`src/rtl/controller.sv`:
```
// -----------------------------------------------------------------------------
// controller
//   Main control decoder for the single-cycle MIPS datapath. OpCode (and Funct
//   for R-type) are decoded combinationally, then registered, so the datapath
//   sees the steering signals one clock after the instruction fields arrive.
//
// Ports
//   clk      in   1  system clock, rising edge
//   rst      in   1  synchronous active-high reset, clears every output
//   OpCode   in   6  instruction[31:26]
//   Funct    in   6  instruction[5:0], only looked at for OpCode 6'h00
//   J        out  1  unconditional jump select
//   B        out  1  beq branch enable
//   RegDst   out  1  1: write rd, 0: write rt
//   RegWr    out  1  register file write enable
//   ALUSrc   out  1  1: operand B is sign-extended imm, 0: rt
//   MemWr    out  1  data memory write enable
//   Mem2Reg  out  1  1: writeback from memory, 0: from ALU
//   ALUCtr   out  4  AND=0000 OR=0001 ADD=0010 SUB=0110 SLT=0111
//   Illegal  out  1  unsupported opcode, or unsupported funct under R-type
// -----------------------------------------------------------------------------
module controller (
  input  logic       clk,
  input  logic       rst,
  input  logic [5:0] OpCode,
  input  logic [5:0] Funct,
  output logic       J,
  output logic       B,
  output logic       RegDst,
  output logic       RegWr,
  output logic       ALUSrc,
  output logic       MemWr,
  output logic       Mem2Reg,
  output logic [3:0] ALUCtr,
  output logic       Illegal
);

  // Opcodes
  localparam logic [5:0] OP_RTYPE = 6'h00;
  localparam logic [5:0] OP_LW    = 6'h23;
  localparam logic [5:0] OP_SW    = 6'h2b;
  localparam logic [5:0] OP_BEQ   = 6'h04;
  localparam logic [5:0] OP_J     = 6'h02;

  // R-type function codes
  localparam logic [5:0] FN_ADD = 6'h20;
  localparam logic [5:0] FN_SUB = 6'h22;
  localparam logic [5:0] FN_AND = 6'h24;
  localparam logic [5:0] FN_OR  = 6'h25;
  localparam logic [5:0] FN_SLT = 6'h2a;

  // ALU operation codes
  localparam logic [3:0] ALU_AND = 4'b0000;
  localparam logic [3:0] ALU_OR  = 4'b0001;
  localparam logic [3:0] ALU_ADD = 4'b0010;
  localparam logic [3:0] ALU_SUB = 4'b0110;
  localparam logic [3:0] ALU_SLT = 4'b0111;

  typedef struct packed {
    logic       j;
    logic       b;
    logic       reg_dst;
    logic       reg_wr;
    logic       alu_src;
    logic       mem_wr;
    logic       mem2reg;
    logic [3:0] alu_ctr;
    logic       illegal;
  } ctrl_t;

  ctrl_t      ctrl_d, ctrl_q;
  logic [3:0] r_alu;
  logic       r_ok;

  // R-type funct decode, kept separate so the opcode case stays a flat table.
  always_comb begin
    r_ok  = 1'b1;
    r_alu = ALU_ADD;
    case (Funct)
      FN_ADD:  r_alu = ALU_ADD;
      FN_SUB:  r_alu = ALU_SUB;
      FN_AND:  r_alu = ALU_AND;
      FN_OR:   r_alu = ALU_OR;
      FN_SLT:  r_alu = ALU_SLT;
      default: r_ok  = 1'b0;
    endcase
  end

  // Main decode. The default is the illegal encoding: every enable low and
  // ALUCtr=ADD, so an unknown instruction can never write state.
  always_comb begin
    ctrl_d         = '0;
    ctrl_d.alu_ctr = ALU_ADD;
    ctrl_d.illegal = 1'b1;
    case (OpCode)
      OP_RTYPE: begin
        // An unsupported funct falls back to the illegal encoding above.
        if (r_ok) begin
          ctrl_d.reg_dst = 1'b1;
          ctrl_d.reg_wr  = 1'b1;
          ctrl_d.alu_ctr = r_alu;
          ctrl_d.illegal = 1'b0;
        end
      end
      OP_LW: begin
        ctrl_d.reg_wr  = 1'b1;
        ctrl_d.alu_src = 1'b1;
        ctrl_d.mem2reg = 1'b1;
        ctrl_d.illegal = 1'b0;
      end
      OP_SW: begin
        ctrl_d.alu_src = 1'b1;
        ctrl_d.mem_wr  = 1'b1;
        ctrl_d.illegal = 1'b0;
      end
      OP_BEQ: begin
        ctrl_d.b       = 1'b1;
        ctrl_d.alu_ctr = ALU_SUB;
        ctrl_d.illegal = 1'b0;
      end
      OP_J: begin
        ctrl_d.j       = 1'b1;
        ctrl_d.illegal = 1'b0;
      end
      default: ;
    endcase
  end

  // Reset clears everything, including ALUCtr, and wins over decode.
  always_ff @(posedge clk) begin
    if (rst) ctrl_q <= '0;
    else     ctrl_q <= ctrl_d;
  end

  assign J       = ctrl_q.j;
  assign B       = ctrl_q.b;
  assign RegDst  = ctrl_q.reg_dst;
  assign RegWr   = ctrl_q.reg_wr;
  assign ALUSrc  = ctrl_q.alu_src;
  assign MemWr   = ctrl_q.mem_wr;
  assign Mem2Reg = ctrl_q.mem2reg;
  assign ALUCtr  = ctrl_q.alu_ctr;
  assign Illegal = ctrl_q.illegal;

endmodule

```
`config.mk`:
```
export PLATFORM = sky130hd
export DESIGN_NAME = controller
export DESIGN_NICKNAME = d
export VERILOG_FILES = /design/src/rtl/controller.sv
export SDC_FILE = /design/constraint.sdc
export NUM_CORES = 1
export LEC_CHECK = 0
export CORE_AREA = 2 2 39 41
export CTS_BUF_LIST = sky130_fd_sc_hd__clkbuf_4 sky130_fd_sc_hd__clkbuf_8
export DETAILED_ROUTE_END_ITERATION = 16
export DIE_AREA = 0 0 41 43
export PLACE_DENSITY_LB_ADDON = 0.25
export SLEW_MARGIN = 20
export SYNTH_ARGS = -nofsm -noshare
export SYNTH_HDL_FRONTEND = slang
export SYNTH_SLANG_ARGS = --single-unit
```
`constraint.sdc`:
```
create_clock -name clk -period 1.8 [get_ports clk]
set_input_delay 0.45 -clock clk [delete_from_list [all_inputs] [get_ports clk]]
set_output_delay 0.45 -clock clk [all_outputs]
set_load 0.02 [all_outputs]
```
* After elaboration in Yosys (flattened, before gate mapping) *
Index checks and enable logic that the tools add are counted.

operators by class
  add/subtract/negate cells = 0
  multipliers = 0
  div/mod/pow operators = 0
  order comparisons = 0
  equal/unequal tests = 9
  shift operators = 0
  mux-type cells = 12
  bitwise logic cells = 1
  reductions and logical operators = 5

operators with widths
  cell                                                             count
  6-bit == test, second input constant                             7
  3-bit one-hot mux with 4 select lines                            1
  4-bit one-hot mux with 2 select lines                            1
  6-bit by 2-bit == test with 1-bit output, second input constant  1
  6-bit by 3-bit == test with 1-bit output, second input constant  1
  6-bit zero test                                                  1
  1-bit 2-to-1 mux                                                 6
  5-bit 2-to-1 mux                                                 1
  5-bit OR reduction                                               1
  1-bit one-hot mux with 2 select lines                            2
  2-bit OR reduction                                               2
  4-bit OR reduction                                               1
  2-bit 2-to-1 mux                                                 1
  1-bit inverter                                                   1

word-level totals
  register bits after elaboration = 12
  bits in latches = 0
  memory bits (writable) = 0
  memory bits (read-only) = 0
  bits of input ports = 14
  output and inout bits = 12
  logic and storage cells = 36
  memories = 0

* Depth between registers and ports, before layout *
  depth after elaboration = 5
  gate-level depth with buffers = 3
  gate-level depth less buffers = 3

* Worst setup path after synthesis *
OpenSTA, ideal clock, no wires.

  path kind = input port to flip-flop
  from = input port OpCode[0]
  to = register ctrl_q, in the netlist RegWr
  library setup time = 0.092 ns
  arrival = 1.487 ns
  required time = 1.708 ns
  slack = 0.221 ns
  cell stages on the path = 3
  path buffers = 0
  path through = or3_1 -> or4_4 -> o32ai_1

between the ends
  cells in the longest elaborated chain, start to end = 2
  elaborated cells on any way between the ends = 3
  those cells by class = eq/ne (1); mux (1); reduce/logical (1)

ends and longest elaborated chain
  item                                                     RTL line  RTL
  start, declared                                          25        input logic [5:0] OpCode,
  6-bit == test / 6-bit zero test (equally long branches)  95        case (OpCode)
  1-bit one-hot mux with 2 select lines *                  95
  end signal, assigned                                     132       else ctrl_q <= ctrl_d;
  end, declared                                            71        ctrl_t ctrl_d, ctrl_q;

Mark *: on every way between the ends. The rest lies on a longest branch, timed or not.
A chain may end at the register's enable or synchronous reset.

* Worst setup path after layout *
  from = register ctrl_q, in the netlist ALUCtr[2]
  to = output port ALUCtr[2]

RTL lines
  item           RTL line  RTL
  end, declared  34        output logic [3:0] ALUCtr,

No word-level cell between the ends.

==> results.yml <==
run_status:
  outcome: "finished, final reports clean"
logic_synthesis:
  syn_area_um2: 424.2
  syn_avg_cell_area_um2: 9.864
  synth-compound-area-share_pct: 13.57
  synth_area_leaders: "dfxtp_1, nor3b_1, nor3_1"
  synthDistinctLibCells: 23
  synthMuxAreaShare_pct: 0
  synth_top_cell_area_share_pct: 51.92
  netlist_instances: 43
  syn_nets: 57
  ys_warn_count: 0
  synth_xor_area_share_pct: 0
  synth-seq-area-share_pct: 51.92
  yosysTopAreaCell: "dfxtp_1"
  ys_seq_elements: 11
  synth_top_family_by_area: "simple AND/OR/NAND/NOR gates"
  synthAdderAreaFrac_pct: 0
  yosys.area_share.simple_pct: 29.20
cts:
  clock-sinks: 11
  clk_pin_slew_ns: 0.07
  cts_tree: "done"
  cts.htree.levels: 1
  clockBufferDepth: 2
  post_cts_resized: 0
  hold_buffers: 0
  post-cts-setup-buffers: 0
  numCtsBuffers: 3
  root_buffer: "clkbuf_4"
floorplanning:
  rows: 14
  fp.dieH_um: 43
  die_x_um: 41
  io_pins: 26
  initial_core_util_pct: 30.65
  core-area_um2: 1384
  fp.dieArea_um2: 1763
power_and_ir_drop:
  combinationalPowerShare_pct: 16.4
  p_sw_mw: 0.1200
  power_leakage_nw: 0.3238
  p_sw_share_pct: 23.13
  power.density_nw_per_um2: 666.7
  p_total_mw: 0.5189
  pwr-share-clk_pct: 35.7
  pwr-share-seq_pct: 47.9
  p_int_mw: 0.3989
  max-vdd-ir-drop_mv: 0.3470
routing:
  initialDrtViolationCount: 2
  firstDrtPassIters: 2
  viasPerCell: 4.837
  dr_total_vias: 445
  drc: 0
  routed_wl_um: 986
  wl_per_cell_um: 10.72
  ant_nets: 0
worst_setup_path:
  crit_required_ns: 1.35
  start_kind: "flip-flop"
  crit_fanout: 1
  worstPathArrival_ns: 1.18
  critPathBufInv: 1
  critPathTopFamily: "buffers and inverters"
  crit_slowest_cell: "clkdlybuf4s50_1"
  slowest_delay_ns: 0.59
  crit_type: "reg2out"
  cp_cell_sequence: "clkdlybuf4s50_1"
  end_kind: "output port"
sta:
  post-route-period-util_pct: 90.60
  report.final.slew_viol_count: 0
  timing.hold.ws_ns: 0.5143
  fmax_mhz: 613.2
  rsz0062_at_grt: "false"
  period_minus_slack_ns: 1.631
  hold_violations: 0
  setup_violations: 0
global_route:
  antenna_found_initial: 0
  grt-ovfl-total: 0
  grt_first_pass_wirelength_um: 1552
  first_global_vias: 374
  track_usage_pct: 13.39
  grt_max_degree: 8
placed_design:
  dp.cells: 88
  port_buffers: 24
  routabilityCongestion: 0.7743
  hpwl_um: 757
final_layout:
  fillers: 135
  num_antenna_cells: 0
  area_delta_synth_final_pct: 83.48
  drive_above_1_share_pct: 18.42
  multi_input_area_um2: 203.9
  seqCellArea_um2: 220.2
  stdcell_count: 92
  nNetsFinal: 91
job:
  maxCapViolCount: 0
worst_hold_path:
  hp-class: "in2reg"
[layout make-up]
class / count / share of cell area (%)
repair buffers: 30 / 37.62
flip-flops and latches: 11 / 28.30
multi-input cells: 28 / 26.21
clock buffers: 4 / 3.859
well taps: 16 / 2.572
inverters: 3 / 1.447
[logic make-up after synthesis]
kind of cell,Yosys count
AOI/OAI and AO/OA,7
other,1
and+or+nand+nor,20
buffers and inverters,4
DFF,11
[layer usage]
layer / track usage [%] / part of all wire [%] / vias to the layer above
li1: - / - / 223
met1: 15.26 / 41 / 203
met2: 19.38 / 48 / 17
met3: 7.853 / 10 / 2
met4: 6.000 / 1.2 / 0
met5: 0 / 0 / -
[Yosys cell counts, drive strengths merged]
cell type  instances
dfxtp             11
nor3               4
inv                3
nor2               3
nor3b              3
nor2b              2
a2111oi            1
a21oi              1
a221o              1
a32oi              1
and3               1
and4b              1
buf                1
conb               1
nand2              1
nand2b             1
nand3              1
nor4b              1
o21a               1
o221ai             1
o32ai              1
or3                1
or4                1
[placed cells by master (no fill, tap or decap), drive strengths merged]
cell / Yosys / layout
a2111oi: 1 / 1
a21oi: 1 / 1
a221o: 1 / 1
a32oi: 1 / 1
and3: 1 / 1
and4b: 1 / 1
buf: 1 / 6
clkbuf: 0 / 4
clkdlybuf4s50: 0 / 21
conb: 1 / 1
dfxtp: 11 / 11
dlymetal6s2s: 0 / 3
inv: 3 / 3
nand2: 1 / 1
nand2b: 1 / 1
nand3: 1 / 1
nor2: 3 / 3
nor2b: 2 / 2
nor3: 4 / 4
nor3b: 3 / 3
nor4b: 1 / 1
o21a: 1 / 1
o221ai: 1 / 1
o32ai: 1 / 1
or3: 1 / 1
or4: 1 / 1
[power groups by stage]
stage | sequential, mW | combinational, mW | clock (mW)
3_3_place_gp | 0.254 | 0.0829 | 0
4_1_cts | 0.248 | 0.0836 | 0.192
5_1_grt | 0.249 | 0.0919 | 0.203
6_report | 0.248 | 0.0852 | 0.185
3_5_place_dp | 0.254 | 0.0831 | 0
2_1_floorplan | 0.260 | 0.0208 | 0
[path summary, 6_finish.rpt]
path	startpoint	endpoint	slack (ns)	cells after the start
worst min-delay path	OpCode[3]	Mem2Reg	0.51	3
worst max-delay path	ALUCtr[2]	ALUCtr[2]	0.17	1
[state kept, by name, indices dropped and copies added (netlist names)]
signal,cells
ALUCtr,3
ALUSrc,1
B,1
Illegal,1
J,1
Mem2Reg,1
MemWr,1
RegDst,1
RegWr,1
[through the flow]
| step | instance area, µm² | worst slack (ns) | util (%) | setup TNS [ns] |
|---|---|---|---|---|
| 2_1_floorplan | 424.2 | 0.2211 | - | 0 |
| 3_3_place_gp | 721.9 | -0.2421 | 52.17 | -0.8657 |
| 3_5_place_dp | 721.9 | -0.2835 | 52.17 | -0.9322 |
| 4_1_cts | 752.0 | 0.001364 | 54.34 | 0 |
| 5_1_grt | 778.2 | 0.1178 | 56.24 | 0 |
| 6_report | 778.2 | 0.1692 | 56.24 | 0 |
No activity file was read; power rests on OpenSTA's default activity.
